File: src/rtl/duck_motion_ctrl_if.sv
// Bus bundle between the game-logic stage and its neighbours: the video-bus tap, the start/hit
// pulses, and the per-frame sprite position and status outputs.
`timescale 1ns/1ps
interface duck_motion_ctrl_if;
  logic [38:0] video_bus_in;
  logic        start;
  logic        hit;
  logic [10:0] xpos;
  logic [9:0]  ypos;
  logic [2:0]  sprite_id;
  logic        active;
  logic        shot_done;
  logic        escaped;

  modport master (
    output video_bus_in, start, hit,
    input  xpos, ypos, sprite_id, active, shot_done, escaped
  );

  modport slave (
    input  video_bus_in, start, hit,
    output xpos, ypos, sprite_id, active, shot_done, escaped
  );
endinterface

File: src/rtl/duck_motion_ctrl.sv
// Per-duck life-cycle FSM (idle, fly, hit, fall, escape) that updates position and sprite once per frame.
// Optional macro DUCK_LFSR_EN: pseudo-random spawn x and horizontal direction from a 16-bit LFSR.
`timescale 1ns/1ps
module duck_motion_ctrl #(
  parameter int X_MAX      = 511,
  parameter int Y_MAX      = 351,
  parameter int START_X    = 100,
  parameter int START_Y    = 351,
  parameter int SPEED      = 2,
  parameter int FALL_SPEED = 4,
  parameter int ANIM_DIV   = 6,
  parameter int HIT_FRAMES = 30,
  parameter int FLY_FRAMES = 600,
  parameter int VSYNC_BIT  = 0
) (
  input  logic aclk,
  input  logic aresetn,
  duck_motion_ctrl_if.slave bus
);

  localparam int AW = $clog2(ANIM_DIV);
  localparam int HW = $clog2(HIT_FRAMES);
  localparam int FW = $clog2(FLY_FRAMES);

  localparam logic signed [11:0] XMAX  = 12'(X_MAX);
  localparam logic signed [11:0] YMAX  = 12'(Y_MAX);
  localparam logic signed [11:0] SPD   = 12'(SPEED);
  localparam logic signed [11:0] FSPD  = 12'(FALL_SPEED);
  localparam logic [AW-1:0] ANIM_LAST  = AW'(ANIM_DIV - 1);
  localparam logic [HW-1:0] HIT_LAST   = HW'(HIT_FRAMES - 1);
  localparam logic [FW-1:0] FLY_LAST   = FW'(FLY_FRAMES - 1);

  typedef enum logic [2:0] {IDLE, FLY, HIT, FALL, ESCAPE} state_t;

  state_t                state_reg;
  logic signed [11:0]    x_reg, y_reg;
  logic                  dx_pos_reg, dy_pos_reg;
  logic [AW-1:0]         anim_cnt_reg;
  logic [HW-1:0]         hit_cnt_reg;
  logic [FW-1:0]         fly_cnt_reg;
  logic [2:0]            sprite_reg;
  logic                  active_reg, shot_done_reg, escaped_reg;
  logic                  vsync_prev_reg, start_flag_reg, hit_flag_reg;

  logic                  vsync, frame_tick, start_pend, hit_pend;
  logic signed [11:0]    sum_x, sum_y, fly_x, fly_y, fall_y, esc_y, spawn_x;
  logic                  fly_dx, fly_dy, anim_wrap, spawn_dx;
  logic [AW-1:0]         anim_next;
  logic [2:0]            sprite_anim;
  logic                  unused_bus_bits;

  assign vsync           = bus.video_bus_in[VSYNC_BIT];
  assign unused_bus_bits = ^bus.video_bus_in;
  assign frame_tick      = vsync & ~vsync_prev_reg;
  // A pulse arriving on the tick cycle itself is honoured on that tick.
  assign start_pend      = start_flag_reg | bus.start;
  assign hit_pend        = hit_flag_reg | bus.hit;

  always_comb begin
    sum_x = x_reg + (dx_pos_reg ? SPD : -SPD);
    sum_y = y_reg + (dy_pos_reg ? SPD : -SPD);
    fly_x = sum_x;
    fly_dx = dx_pos_reg;
    if (sum_x < 0) begin
      fly_x  = '0;
      fly_dx = 1'b1;
    end else if (sum_x > XMAX) begin
      fly_x  = XMAX;
      fly_dx = 1'b0;
    end
    fly_y = sum_y;
    fly_dy = dy_pos_reg;
    if (sum_y < 0) begin
      fly_y  = '0;
      fly_dy = 1'b1;
    end else if (sum_y > YMAX) begin
      fly_y  = YMAX;
      fly_dy = 1'b0;
    end
    anim_wrap   = (anim_cnt_reg == ANIM_LAST);
    anim_next   = anim_wrap ? '0 : anim_cnt_reg + AW'(1);
    sprite_anim = sprite_reg;
    if (anim_wrap) sprite_anim = (sprite_reg == 3'd2) ? 3'd0 : sprite_reg + 3'd1;
    fall_y = y_reg + FSPD;
    esc_y  = y_reg - SPD;
  end

`ifdef DUCK_LFSR_EN
  logic [15:0] lfsr_reg;

  always_ff @(posedge aclk or negedge aresetn) begin
    if (!aresetn) lfsr_reg <= 16'hACE1;
    else          lfsr_reg <= {lfsr_reg[14:0], lfsr_reg[15] ^ lfsr_reg[13] ^ lfsr_reg[12] ^ lfsr_reg[10]};
  end

  always_comb begin
    spawn_x  = {3'b000, lfsr_reg[8:0]};
    if (spawn_x > XMAX) spawn_x = XMAX;
    spawn_dx = lfsr_reg[9];
  end
`else
  assign spawn_x  = 12'(START_X);
  assign spawn_dx = 1'b1;
`endif

  always_ff @(posedge aclk or negedge aresetn) begin
    if (!aresetn) begin
      state_reg      <= IDLE;
      x_reg          <= 12'(START_X);
      y_reg          <= 12'(START_Y);
      dx_pos_reg     <= 1'b1;
      dy_pos_reg     <= 1'b0;
      anim_cnt_reg   <= '0;
      hit_cnt_reg    <= '0;
      fly_cnt_reg    <= '0;
      sprite_reg     <= 3'd0;
      active_reg     <= 1'b0;
      shot_done_reg  <= 1'b0;
      escaped_reg    <= 1'b0;
      vsync_prev_reg <= 1'b0;
      start_flag_reg <= 1'b0;
      hit_flag_reg   <= 1'b0;
    end else begin
      vsync_prev_reg <= vsync;
      shot_done_reg  <= 1'b0;
      escaped_reg    <= 1'b0;
      if (!frame_tick) begin
        start_flag_reg <= start_pend;
        hit_flag_reg   <= hit_pend;
      end else begin
        // Every pending request is either consumed or dropped on the tick.
        start_flag_reg <= 1'b0;
        hit_flag_reg   <= 1'b0;
        case (state_reg)
          IDLE: begin
            if (start_pend) begin
              state_reg    <= FLY;
              active_reg   <= 1'b1;
              x_reg        <= spawn_x;
              y_reg        <= 12'(START_Y);
              dx_pos_reg   <= spawn_dx;
              dy_pos_reg   <= 1'b0;
              anim_cnt_reg <= '0;
              hit_cnt_reg  <= '0;
              fly_cnt_reg  <= '0;
              sprite_reg   <= 3'd0;
            end
          end
          FLY: begin
            // The duck freezes where it was drawn when it was shot.
            if (hit_pend) begin
              state_reg   <= HIT;
              sprite_reg  <= 3'd3;
              hit_cnt_reg <= '0;
            end else begin
              x_reg        <= fly_x;
              y_reg        <= fly_y;
              dx_pos_reg   <= fly_dx;
              dy_pos_reg   <= fly_dy;
              anim_cnt_reg <= anim_next;
              sprite_reg   <= sprite_anim;
              fly_cnt_reg  <= fly_cnt_reg + FW'(1);
              if (fly_cnt_reg == FLY_LAST) state_reg <= ESCAPE;
            end
          end
          HIT: begin
            if (hit_cnt_reg == HIT_LAST) begin
              state_reg  <= FALL;
              sprite_reg <= 3'd4;
            end else begin
              hit_cnt_reg <= hit_cnt_reg + HW'(1);
            end
          end
          FALL: begin
            if (fall_y >= YMAX) begin
              y_reg         <= YMAX;
              shot_done_reg <= 1'b1;
              state_reg     <= IDLE;
              active_reg    <= 1'b0;
              sprite_reg    <= 3'd0;
            end else begin
              y_reg <= fall_y;
            end
          end
          ESCAPE: begin
            anim_cnt_reg <= anim_next;
            sprite_reg   <= sprite_anim;
            if (esc_y < 0) begin
              y_reg       <= '0;
              escaped_reg <= 1'b1;
              state_reg   <= IDLE;
              active_reg  <= 1'b0;
              sprite_reg  <= 3'd0;
            end else begin
              y_reg <= esc_y;
            end
          end
          default: state_reg <= IDLE;
        endcase
      end
    end
  end

  assign bus.xpos      = x_reg[10:0];
  assign bus.ypos      = y_reg[9:0];
  assign bus.sprite_id = sprite_reg;
  assign bus.active    = active_reg;
  assign bus.shot_done = shot_done_reg;
  assign bus.escaped   = escaped_reg;

endmodule

File: src/flat_wrapper.sv
// flat-port wrapper written by rule: the top's interface ports become plain ports
module duck_motion_ctrl_flat 
#(
  parameter int X_MAX      = 511,
  parameter int Y_MAX      = 351,
  parameter int START_X    = 100,
  parameter int START_Y    = 351,
  parameter int SPEED      = 2,
  parameter int FALL_SPEED = 4,
  parameter int ANIM_DIV   = 6,
  parameter int HIT_FRAMES = 30,
  parameter int FLY_FRAMES = 600,
  parameter int VSYNC_BIT  = 0
)
  (aclk, aresetn, bus_video_bus_in, bus_start, bus_hit, bus_xpos, bus_ypos, bus_sprite_id, bus_active, bus_shot_done, bus_escaped);
  duck_motion_ctrl_if bus_i ();
  input  logic aclk;
  input  logic aresetn;
  input wire logic [$bits(bus_i.video_bus_in)-1:0] bus_video_bus_in;
  input wire logic [$bits(bus_i.start)-1:0] bus_start;
  input wire logic [$bits(bus_i.hit)-1:0] bus_hit;
  output wire logic [$bits(bus_i.xpos)-1:0] bus_xpos;
  output wire logic [$bits(bus_i.ypos)-1:0] bus_ypos;
  output wire logic [$bits(bus_i.sprite_id)-1:0] bus_sprite_id;
  output wire logic [$bits(bus_i.active)-1:0] bus_active;
  output wire logic [$bits(bus_i.shot_done)-1:0] bus_shot_done;
  output wire logic [$bits(bus_i.escaped)-1:0] bus_escaped;
  assign bus_i.video_bus_in = bus_video_bus_in;
  assign bus_i.start = bus_start;
  assign bus_i.hit = bus_hit;
  assign bus_xpos = bus_i.xpos;
  assign bus_ypos = bus_i.ypos;
  assign bus_sprite_id = bus_i.sprite_id;
  assign bus_active = bus_i.active;
  assign bus_shot_done = bus_i.shot_done;
  assign bus_escaped = bus_i.escaped;
  duck_motion_ctrl #(.X_MAX(X_MAX), .Y_MAX(Y_MAX), .START_X(START_X), .START_Y(START_Y), .SPEED(SPEED), .FALL_SPEED(FALL_SPEED), .ANIM_DIV(ANIM_DIV), .HIT_FRAMES(HIT_FRAMES), .FLY_FRAMES(FLY_FRAMES), .VSYNC_BIT(VSYNC_BIT)) u_core (.aclk(aclk), .aresetn(aresetn), .bus(bus_i));
endmodule
File: config.mk
export PLATFORM = sky130hd
export DESIGN_NAME = duck_motion_ctrl_flat
export DESIGN_NICKNAME = d
export VERILOG_FILES = /design/src/rtl/duck_motion_ctrl_if.sv /design/src/rtl/duck_motion_ctrl.sv /design/src/flat_wrapper.sv
export SDC_FILE = /design/constraint.sdc
export NUM_CORES = 1
export LEC_CHECK = 0
export ABC_CLOCK_PERIOD_IN_PS = 3450
export BUFFER_PORTS_ARGS = -buffer_cell sky130_fd_sc_hd__buf_2
export CAP_MARGIN = 20
export CORE_MARGIN = 5
export CORE_UTILIZATION = 35
export CTS_CLUSTER_SIZE = 28
export DETAILED_ROUTE_END_ITERATION = 7
export MAX_ROUTING_LAYER = met4
export PLACE_DENSITY = 0.58
export SKIP_LAST_GASP = 1
export SLEW_MARGIN = 20
export SYNTH_ARGS = -nofsm -noshare
export SYNTH_HDL_FRONTEND = slang
export SYNTH_SLANG_ARGS = --single-unit
File: constraint.sdc
create_clock -name aclk -period 3.45 [get_ports aclk]
set_clock_uncertainty 0.1 [all_clocks]
set_input_delay 0.5175 -clock aclk [delete_from_list [all_inputs] [get_ports aclk]]
set_output_delay 0.5175 -clock aclk [all_outputs]
set_load 0.1 [all_outputs]
; ---- After elaboration in Yosys (flattened, before gate mapping)
; Index checks and enable logic that the tools add are counted.
[word_totals]
ff_bits = 56
output_inout_bits = 27
[op_classes]
addsub = 8
n_lt_le_gt_ge = 6
n_eq_ne = 18
n_mux = 59
n_bitwise = 4
n_reduce_logical = 16
[op_table]
columns = op, count
row1 = two-way mux 12 bit, 12
row2 = case mux 12 bit (4 select lines), 1
row3 = two-way mux 3 bit, 14
row4 = < comparator 12 x 1 -> 1 bit (second input constant), 3
row5 = case mux 3 bit (5 select lines), 2
row6 = AND reduction 5 bit, 5
row7 = adder 12 bit, 2
row8 = > comparator 12 x 10 -> 1 bit (second input constant), 2
row9 = case mux 12 bit (2 select lines), 1
row10 = two-way mux 10 bit, 2
row11 = case mux 10 bit (2 select lines), 1
row12 = two-way mux 1 bit, 18
row13 = two-way mux 5 bit, 3
row14 = case mux 5 bit (3 select lines), 1
row15 = adder 12 x 4 -> 12 bit (second input constant), 1
row16 = greater-or-equal comparator 12 x 10 -> 1 bit (second input constant), 1
row17 = AND reduction 4 bit, 3
row18 = subtractor 12 x 3 -> 12 bit (second input constant), 1
row19 = adder 10 x 1 -> 10 bit (second input constant), 1
row20 = equality test 10 bit (second input constant), 1
row21 = inequality test 2 x 1 -> 1 bit (second input constant), 5
row22 = equality test 3 x 2 -> 1 bit (second input constant), 3
row23 = inequality test 3 x 1 -> 1 bit (second input constant), 3
row24 = case mux 3 bit (3 select lines), 1
row25 = 17 further kinds, 24

; ---- Longest topological paths before layout
; Gate-level depths: netlist of the first run.
[logic_depth]
depth_word = 7
mapped_depth = 11

; ---- Worst setup path before layout of the first run
; No wires, ideal clock.
[synth_path]
path_kind = register -> register
startpoint = register u_core.x_reg[7]
endpoint = register u_core.x_reg[5]
setup_ns = 0.083
arrival_time_ns = 2.858
t_required_ns = 3.267
slack_ns = 0.409
path_stages_with_launch = 9
path_buffers = 0
period_less_slack_ns = 3.041
cell_sequence = dfrtp_1 ha_1 a21o_1 a211o_1 a31oi_1 and3_1 o2111ai_1 and2_1 o311a_1
[synth_between]
elab_chain_cells = 6
[synth_rtl]
columns = item, line
row1 = "start, declared", duck_motion_ctrl.sv:36  ; logic signed [11:0] x_reg, y_reg;
row2 = "start signal, assigned", duck_motion_ctrl.sv:109  ; x_reg <= 12'(START_X);
row3 = "start signal, assigned", duck_motion_ctrl.sv:139  ; x_reg <= spawn_x;
row4 = "start signal, assigned", duck_motion_ctrl.sv:156  ; x_reg <= fly_x;
row5 = adder 12 bit (*), duck_motion_ctrl.sv:60  ; sum_x = x_reg + (dx_pos_reg ? SPD : -SPD);
row6 = > comparator 12 x 10 -> 1 bit, duck_motion_ctrl.sv:67  ; end else if (sum_x > XMAX) begin
row7 = two-way mux 12 bit, duck_motion_ctrl.sv:67
row8 = two-way mux 12 bit (*), duck_motion_ctrl.sv:64  ; if (sum_x < 0) begin
row9 = two-way mux 12 bit (*), duck_motion_ctrl.sv:151  ; if (hit_pend) begin
row10 = case mux 12 bit (2 select lines) (*), duck_motion_ctrl.sv:134  ; case (state_reg)
; Mark *: on every way between the ends. The rest lies on a longest branch, timed or not. The select of a mux whose other input is x is not followed.
; A chain may end at the register's enable or synchronous reset.

; ---- Worst setup path in the final report of the first run
[layout_path]
startpoint = register u_core.y_reg[1]
endpoint = register u_core.y_reg[4]
[layout_between]
elab_chain_cells = 6
[layout_rtl]
columns = item, line
row1 = "start, declared", duck_motion_ctrl.sv:36
row2 = "start signal, assigned", duck_motion_ctrl.sv:110  ; y_reg <= 12'(START_Y);
row3 = "start signal, assigned", duck_motion_ctrl.sv:140  ; y_reg <= 12'(START_Y);
row4 = "start signal, assigned", duck_motion_ctrl.sv:157  ; y_reg <= fly_y;
row5 = adder 12 bit, duck_motion_ctrl.sv:61  ; sum_y = y_reg + (dy_pos_reg ? SPD : -SPD);
row6 = > comparator 12 x 10 -> 1 bit, duck_motion_ctrl.sv:76  ; end else if (sum_y > YMAX) begin
row7 = two-way mux 12 bit, duck_motion_ctrl.sv:76
row8 = two-way mux 12 bit, duck_motion_ctrl.sv:73  ; if (sum_y < 0) begin
row9 = two-way mux 12 bit, duck_motion_ctrl.sv:151
row10 = case mux 12 bit (4 select lines) (*), duck_motion_ctrl.sv:134
; Marked as above.

==> run summary, run 1 <==
Top Ports: 70
Fin. max-slew vios: 0
R2R cell count: 9
Reg2reg start: u_core.y_reg[1]
WHS: 0.0253 ns
Largest net degree at the start of global routing: 41
First-pass GRT wire length: 19,200 µm
Max-Cap Viols: 0
Final HPWL DP: 8370 µm
GPL Wtd Cong: 0.856
FF+latch count, synth: 55
Clock Tree Buf Depth: 2
Pwr Density: 993 nW/µm²
Cell total after placement: 702
Die area: 15,100 µm²
Final setup fails: 0
Area after DPL: 4770 µm²
Final WL: 11,200 µm
Clk_lat worst skew: 0.30 ns
Drt drc: 0
Ratio of cells with drive above 1 in the final layout: 15.6%
Critical Path Start Type: flip-flop
Final-stage net count: 608
CTS buffer count: 5
Seq/Total Area, Yosys: 31.1%
Fill cells: 1,257
WP data required: 3.55 ns
Clock sinks: 55
1st-pass router iterations: 4
Final core occ: 39.3%
Syn avg cell area: 8.67 µm²
CTS root buf: clkbuf_16
Post-synth EDFFs: 0
Min cycle time layout: 3.24 ns
GRT Total Usage: 16.1%
Synthesized instance count: 516
Clk pin slew, worst setup/hold paths: 0.08 ns
Area Overhead vs Synth: 10.5%
DRT iter0 DRCs: 269
Layout Cells excl Fill: 710
Max reg flops: 12
VDD IR-drop max: 0.610 mV
Post-synth cell types: 81
Chip Width: 123 µm
H-tree depth: 2
Post-cts sizing count: 0
Final worst setup slack: 0.208 ns
Yosys warns: 0
Crit path capture type: flip-flop
Setup CP Type: flip-flop to flip-flop
Synthesized net count: 587
Slew @ Worst Pin: 0.766 ns
Hold_buf cts: 0
Total core area: 12,600 µm²
Design Area, Final: 4940 µm²
Post-Route Setup TNS: 0 ns
Static leakage: 2.13 nW
Vias in the first global route: 3,798
Post-route ant nets: 0
CTS tree: yes
Initial antenna violation count: 0
Cell taking the most area after synthesis: dfrtp_1
Total gr overflow: 0
Status: finished, final reports clean
Vias per Instance: 5.58
Post-synth ARST share: 100%
Main synth FF type: dfrtp_1
RSZ-0062 raised after global routing: no
Port Buf Inserts: 31
Antenna cells: 0
HP Class: primary input to async pin
Share of the synthesized area in the top cell type: 24.6%
Fmax: 308 MHz
Reg2reg setup slack: 0.21 ns
Die Y-Extent: 123 µm
Final Hold Fails: 0
Initial Utilization: 35.6%
Critical path arrival: 3.35 ns
Area contributors post-synth: dfrtp_1 (25%), ha_1 (7.3%), dfstp_2 (6.5%)
Worst Setup SP: u_core.y_reg[1]
Post-synthesis cell area: 4470 µm²
R2r endpoint: u_core.y_reg[4]
Most numerous cell in the Yosys netlist: nor2_1
Post-synth top cells: nor2_1 (55), nand2_1 (46), dfrtp_1 (44)
Slew HR: 48.2%
Crit-path max FO: 6
Via Count: 3,960
Final total power: 4.91 mW
Num rows: 41
Drt wl/cell: 15.7 µm
Post-CTS setup buffer count: 0
Part of the cycle the worst path needs: 94.0%
Post-Place Setup Slack: 0.222 ns
[critical path: stages, from the launching register on]
cell and delay (ns):
dfstp_2 0.53, inv_1 0.08, fa_1 0.49, nand2b_1 0.25, a211oi_2 0.26, o31a_1 0.20, o2111ai_1 0.18, a2111o_1 0.58
a21oi_2 0.33, a31oi_1 0.15
[placed cells by master, fill, tap and decap left out, drive strengths merged, types with 4 or more instances in the layout]
| cell | netlist | final |
|---|---|---|
| a2111oi | 4 | 4 |
| a211o | 6 | 6 |
| a211oi | 7 | 7 |
| a21o | 9 | 9 |
| a21oi | 31 | 31 |
| a22oi | 5 | 5 |
| a31oi | 7 | 7 |
| and2 | 5 | 5 |
| and3 | 9 | 9 |
| buf | 21 | 45 |
| clkbuf | 10 | 6 |
| dfrtp | 44 | 44 |
| dfstp | 11 | 11 |
| ha | 26 | 26 |
| inv | 17 | 17 |
| mux2 | 6 | 6 |
| mux2i | 4 | 4 |
| nand2 | 46 | 46 |
| nand2b | 12 | 12 |
| nand3 | 16 | 16 |
| nand4 | 9 | 9 |
| nor2 | 55 | 55 |
| nor2b | 6 | 6 |
| nor3 | 12 | 12 |
| o2111ai | 4 | 4 |
| o211ai | 6 | 6 |
| o21ai | 29 | 29 |
| o31ai | 4 | 4 |
| or2 | 5 | 5 |
| xnor2 | 12 | 12 |
| xor2 | 20 | 20 |
[logic make-up (layout without fill, tap and decap cells)]
family | count (synthesis) | in the layout | share of synthesized area (%)
AND/OR/NAND/NOR | 193 | 193 | 21.6
AO/OA/AOI/OAI | 150 | 150 | 24.8
flip-flops | 55 | 55 | 31.1
buffers and inverters | 48 | 70 | 5.48
XOR/XNOR | 32 | 32 | 6.27
adder cells (fa/ha/maj) | 28 | 28 | 8.17
multiplexers | 10 | 10 | 2.66
[area by class of cell]
type	count	area [µm²]	area share, %
Clock buffer	6	139	2.81
Clock inverter	2	35.0	0.709
Inverter	17	63.8	1.29
Multi-Input combinational cell	413	2840	57.4
Sequential cell	55	1390	28.1
Tap cell	172	215	4.36
Timing Repair Buffer	45	260	5.27
[worst max-delay path by stage]
stage,end,slack (ns),cells after the start
floorplan,u_core.x_reg[5],0.41,8
global placement,u_core.y_reg[4],0.25,9
detailed placement,u_core.y_reg[4],0.22,9
CTS,u_core.y_reg[4],0.20,9
global route,u_core.y_reg[4],0.03,9
finish,u_core.y_reg[4],0.21,9
[routing by layer]
layer	global-route usage, %	vias up	part of all wire [%]	wire, µm
li1	-	1931	-	-
met1	21.9	1927	48	5350
met2	25.5	89	47	5300
met3	2.24	13	3.6	400
met4	4.08	0	1.1	123
met5	-	-	0	0
[power by group]
part | internal (mW) | switching [mW] | leakage, nW
registers | 0.831 | 0.242 | 0.704
clock network | 0.362 | 0.245 | 0.0868
logic | 1.05 | 2.18 | 1.33
total | 2.24 | 2.66 | 2.13
No activity file was read; power rests on OpenSTA's default activity.
==> run 2, diff against run 1 <==
--- a/config.mk
+++ b/config.mk
@@ -14,6 +14,7 @@
 export DETAILED_ROUTE_END_ITERATION = 7
 export MAX_ROUTING_LAYER = met4
 export PLACE_DENSITY = 0.58
+export REMOVE_ABC_BUFFERS = 1
 export SKIP_LAST_GASP = 1
 export SLEW_MARGIN = 20
 export SYNTH_ARGS = -nofsm -noshare
==> run 2 against run 1 <==
Against the previous run:
- register-to-register slack better by 0.04 ns
- clock power fell by 14%
- count of clock-buffer cells in the layout shrank 1
- critical path type unchanged
==> run summary, run 2 (synthesized netlist as in run 1, its figures left out) <==
Final Hold Fails: 0
Via Count: 3,929
Met1 usage: 20.4%
Post-cts sizing count: 0
Crit-path max FO: 6
RSZ-0062 raised after global routing: no
First-pass GRT wire length: 19,000 µm
Clock Tree Buf Depth: 2
Register area: 1390 µm²
Post-route ant nets: 0
Slew @ Worst Pin: 0.637 ns
HP Class: primary input to async pin
Gr busiest metal: met2
Final HPWL DP: 8420 µm
Fmax: 312 MHz
Reg2reg setup slack: 0.25 ns
H-tree depth: 2
Crit-path max cell delay: 0.56 ns
Port Buf Inserts: 31
Area of the multi-input gates: 2840 µm²
Area Overhead vs Synth: 10.2%
GPL Wtd Cong: 0.867
Critical path arrival: 3.30 ns
Num rows: 41
Max-Cap Viols: 0
Top Family by Delay on Critical Path: compound AO/OA/AOI/OAI gates
Antenna cells: 0
Post-CTS setup buffer count: 0
CTS buffer count: 5
Fin. max-slew vios: 0
1st-pass router iterations: 4
Initial Utilization: 35.6%
Largest net degree at the start of global routing: 34
Max reg flops: 12
CTS tree: yes
Final setup fails: 0
Setup CP Type: flip-flop to flip-flop
DRT iter0 DRCs: 247
Global-route met2 utilization: 26.4%
Post-Route Setup TNS: 0 ns
Vias in the first global route: 3,953
Critical Path Start Type: flip-flop
Total core area: 12,600 µm²
Area after DPL: 4780 µm²
Final total power: 4.85 mW
Reg2reg start: u_core.y_reg[1]
Clock sinks: 55
WP data required: 3.55 ns
VDD IR-drop max: 0.953 mV
Top Ports: 70
Clk_lat worst skew: 0.29 ns
Commonest non-fill, non-tap cells in the layout: nor2_1 (55), nand2_1 (46), dfrtp_1 (44)
R2R cell count: 9
Fill cells: 1,295
Final-stage net count: 610
R2r endpoint: u_core.y_reg[4]
Die Y-Extent: 123 µm
WP buf/inv: 1
Clk pin slew, worst setup/hold paths: 0.08 ns
Hold_buf cts: 0
Drt drc: 0
Vias per Instance: 5.52
Static leakage: 2.12 nW
Initial antenna violation count: 0
CTS root buf: clkbuf_16
Slew HR: 57.3%
Total gr overflow: 0
Crit-path slowest cell: a2111o_1
GRT Total Usage: 15.7%
Die area: 15,100 µm²
Met3 usage: 1.65%
Most common cell after layout, fill and taps aside: nor2_1
Drt wl/cell: 15.6 µm
Design Area, Final: 4930 µm²
Ratio of cells with drive above 1 in the final layout: 15.9%
Part of the cycle the worst path needs: 92.9%
Chip Width: 123 µm
Min cycle time layout: 3.20 ns
Crit path capture type: flip-flop
Pwr Density: 983 nW/µm²
Final WL: 11,100 µm
Status: finished, final reports clean
CP Cell Sequence: inv_1, fa_1, nand2b_1, a21o_1, a211oi_1, o2111ai_1, a2111o_1, a21oi_2, a31oi_1
## run 2: worst reg2reg max path: cells and delay by family, from the launching register on
kind,cells,cell delay [ns]
AO/OA/AOI/OAI,6,1.64
adder cells (fa/ha/maj),1,0.49
buffers and inverters,1,0.10
flip-flops,1,0.54
AND/OR/NAND/NOR,1,0.25
## run 2: layout make-up
class / count / area share [%]
inverter: 17 / 1.29
multi-input combinational: 413 / 57.5
tap: 172 / 4.36
sequential: 55 / 28.2
timing repair buffer: 47 / 5.58
clock inverter: 3 / 0.482
clock buffer: 5 / 2.54
## run 2: how the worst max path moves through the flow
stage               startpoint               to  slack, ns  depth (start not counted)
2_1_floorplan  u_core.y_reg[2]  u_core.y_reg[4]       0.05                          9
3_3_place_gp   u_core.y_reg[1]  u_core.y_reg[4]       0.32                          9
3_5_place_dp   u_core.y_reg[1]  u_core.y_reg[4]       0.27                          9
4_1_cts        u_core.y_reg[1]  u_core.y_reg[4]       0.25                          9
5_1_grt        u_core.y_reg[1]  u_core.y_reg[4]       0.04                          9
6_report       u_core.y_reg[1]  u_core.y_reg[4]       0.25                          9
## run 2: stage by stage
step | std cells | utilization, % | hold slack [ns] | setup slack [ns]
2_1_floorplan | 485 | - | 0.122 | 0.0511
3_3_place_gp | 704 | 38.0 | 0.379 | 0.324
3_5_place_dp | 704 | 38.0 | 0.387 | 0.267
4_1_cts | 712 | 39.2 | 0.123 | 0.252
5_1_grt | 712 | 39.2 | 0.155 | 0.0397
6_report | 712 | 39.2 | 0.100 | 0.246
## run 2: layer usage
metal	share of wire [%]	vias up	wire length (µm)
met5	0	-	0
li1	-	1939	-
met3	2.9	17	328
met1	47	1903	5200
met2	49	70	5430
met4	1.5	0	172
## run 2: report_power, final
group / leakage, nW / switching (mW) / internal (mW)
Combinational: 1.34 / 2.20 / 1.07
Clock: 0.0717 / 0.246 / 0.274
Sequential: 0.704 / 0.234 / 0.830
Total: 2.12 / 2.68 / 2.17
==> run 3, diff against run 2 <==
==> constraint.sdc (replaced) <==
create_clock -name aclk -period 3.45 [get_ports aclk]
set_clock_uncertainty 0.1 [all_clocks]
set_input_delay 0.1725 -clock aclk [delete_from_list [all_inputs] [get_ports aclk]]
set_output_delay 0.1725 -clock aclk [all_outputs]
set_load 0.1 [all_outputs]
==> run 3 against run 2 <==
Against the previous run:
- via count is 0.53% higher
- sequential power hardly changed
- count of clock-buffer cells in the layout stayed put
- critical path depth stayed put
- register-to-register slack worse by 0.06 ns
==> run summary, run 3 (synthesized netlist as in run 1, its figures left out) <==
Clock Power Share: 10.5%
Static leakage: 2.13 nW
Die area: 15,100 µm²
Max-Cap Viols: 0
Area Overhead vs Synth: 10.5%
WHS: 0.0257 ns
Die Y-Extent: 123 µm
Antenna cells: 0
Status: finished, final reports clean
Most common cell after layout, fill and taps aside: nor2_1
Clock Tree Buf Depth: 2
Crit-path slowest cell: dfstp_2
VDD IR-drop max: 1.17 mV
Top Family by Delay on Critical Path: compound AO/OA/AOI/OAI gates
Post-CTS setup buffer count: 0
Vias in the first global route: 3,857
Crit-path max FO: 6
Crit path capture type: flip-flop
Initial antenna violation count: 0
Total gr overflow: 0
Clk pin slew, worst setup/hold paths: 0.07 ns
Reg2reg start: u_core.y_reg[1]
Final HPWL DP: 8410 µm
First-pass GRT wire length: 18,700 µm
Critical path arrival: 3.36 ns
Seq pwr share: 22.2%
Logic pwr share: 67.3%
WP data required: 3.55 ns
Slew @ Worst Pin: 0.810 ns
Design Area, Final: 4940 µm²
Total core area: 12,600 µm²
Fmax: 306 MHz
Pwr Density: 978 nW/µm²
DRT iter0 DRCs: 215
Via Count: 3,950
GPL Wtd Cong: 0.851
Pint: 2.16 mW
Slew HR: 46.0%
Setup CP Type: flip-flop to flip-flop
WP buf/inv: 1
Hold_buf cts: 2
Num rows: 41
Hold Path Stages: 3
HP Class: primary input to flip-flop
Initial Utilization: 35.6%
Clock sinks: 55
CTS buffer count: 5
Final-stage net count: 611
RSZ-0062 raised after global routing: no
Post-route ant nets: 0
CP Cell Sequence: inv_1, fa_1, nand2b_1, a211oi_2, o31a_1, o2111ai_1, a2111o_1, a21oi_2, a22oi_1
Post-Route Setup TNS: 0 ns
Max reg flops: 12
Min cycle time layout: 3.26 ns
1st-pass router iterations: 4
Final WL: 11,100 µm
GRT Total Usage: 15.4%
Net load switching power: 2.67 mW
Worst hold path startpoint: bus_start
Hold worst-path end: u_core.start_flag_reg
Final Hold Fails: 0
Fin. max-slew vios: 0
Chip Width: 123 µm
Vias per Instance: 5.54
Critical Path Start Type: flip-flop
Part of the cycle the worst path needs: 94.6%
H-tree depth: 2
Largest net degree at the start of global routing: 35
Reg2reg setup slack: 0.19 ns
Commonest non-fill, non-tap cells in the layout: nor2_1 (55), nand2_1 (46), dfrtp_1 (44)
Area after DPL: 4770 µm²
R2r endpoint: u_core.y_reg[3]
R2R cell count: 9
Ratio of cells with drive above 1 in the final layout: 15.7%
CTS tree: yes
Post-cts sizing count: 0
Critical path depth: 9
Sw frac: 55.3%
Top Ports: 70
Clk_lat worst skew: 0.29 ns
Drt wl/cell: 15.6 µm
Port Buf Inserts: 31
Drt drc: 0
Crit-path max cell delay: 0.60 ns
Final setup fails: 0
CTS root buf: clkbuf_16
==> run 3: cell types whose count changed in the layout (fill, tap and decap cells not counted), sizes merged <==
cell / delta
clkinvlp: -1
dlygate4sd3: +2
buf: -1
clkinv: +1
==> run 3: how the worst max path moves through the flow <==
stage | from | to
finish | u_core.y_reg[1] | u_core.y_reg[3]
global route | u_core.y_reg[1] | u_core.y_reg[5]
CTS | u_core.y_reg[1] | u_core.y_reg[7]
detailed placement | u_core.y_reg[1] | u_core.y_reg[7]
global placement | u_core.y_reg[1] | u_core.y_reg[7]
floorplan | u_core.y_reg[2] | u_core.y_reg[4]
==> run 3: layer usage <==
layer | part of all wire (%) | global-route usage (%) | vias up | routed length, µm
met5 | 0 | - | - | 0
met4 | 2.0 | 3.81 | 0 | 226
met3 | 4.8 | 1.83 | 18 | 537
met2 | 47 | 25.4 | 89 | 5180
met1 | 47 | 20.5 | 1902 | 5190
li1 | - | - | 1941 | -
==> run 3: area by class of cell <==
cell class,count,area (µm²)
inverter,17,63.8
tap,172,215
fill,1258,7630
multi-input combinational,413,2840
sequential,55,1390
clock inverter,3,22.5
timing repair buffer,48,288
clock buffer,5,125
==> run 3: through the flow <==
step                      power, mW  worst slack [ns]  cells  utilization, %
final                          4.83             0.187    713            39.3
after global routing           5.18            0.0221    713            39.3
after CTS                      4.84             0.179    713            39.3
after detailed placement       4.31             0.201    703            38.0
after global placement         4.26             0.239    703            38.0
after floorplan                3.55            0.0511    485               -
==> run 3: worst min-delay path, stage by stage <==
cell and delay [ns]:
buf_2 0.09, nor2_1 0.04, nor2_1 0.07
==> run 3: power groups by stage <==
stage          Combinational (mW)  Sequential [mW]  Clock, mW
2_1_floorplan                1.78             1.77          0
3_3_place_gp                 3.19             1.07          0
3_5_place_dp                 3.23             1.08          0
4_1_cts                      3.25             1.07      0.517
5_1_grt                      3.53             1.10      0.546
6_report                     3.25             1.07      0.509
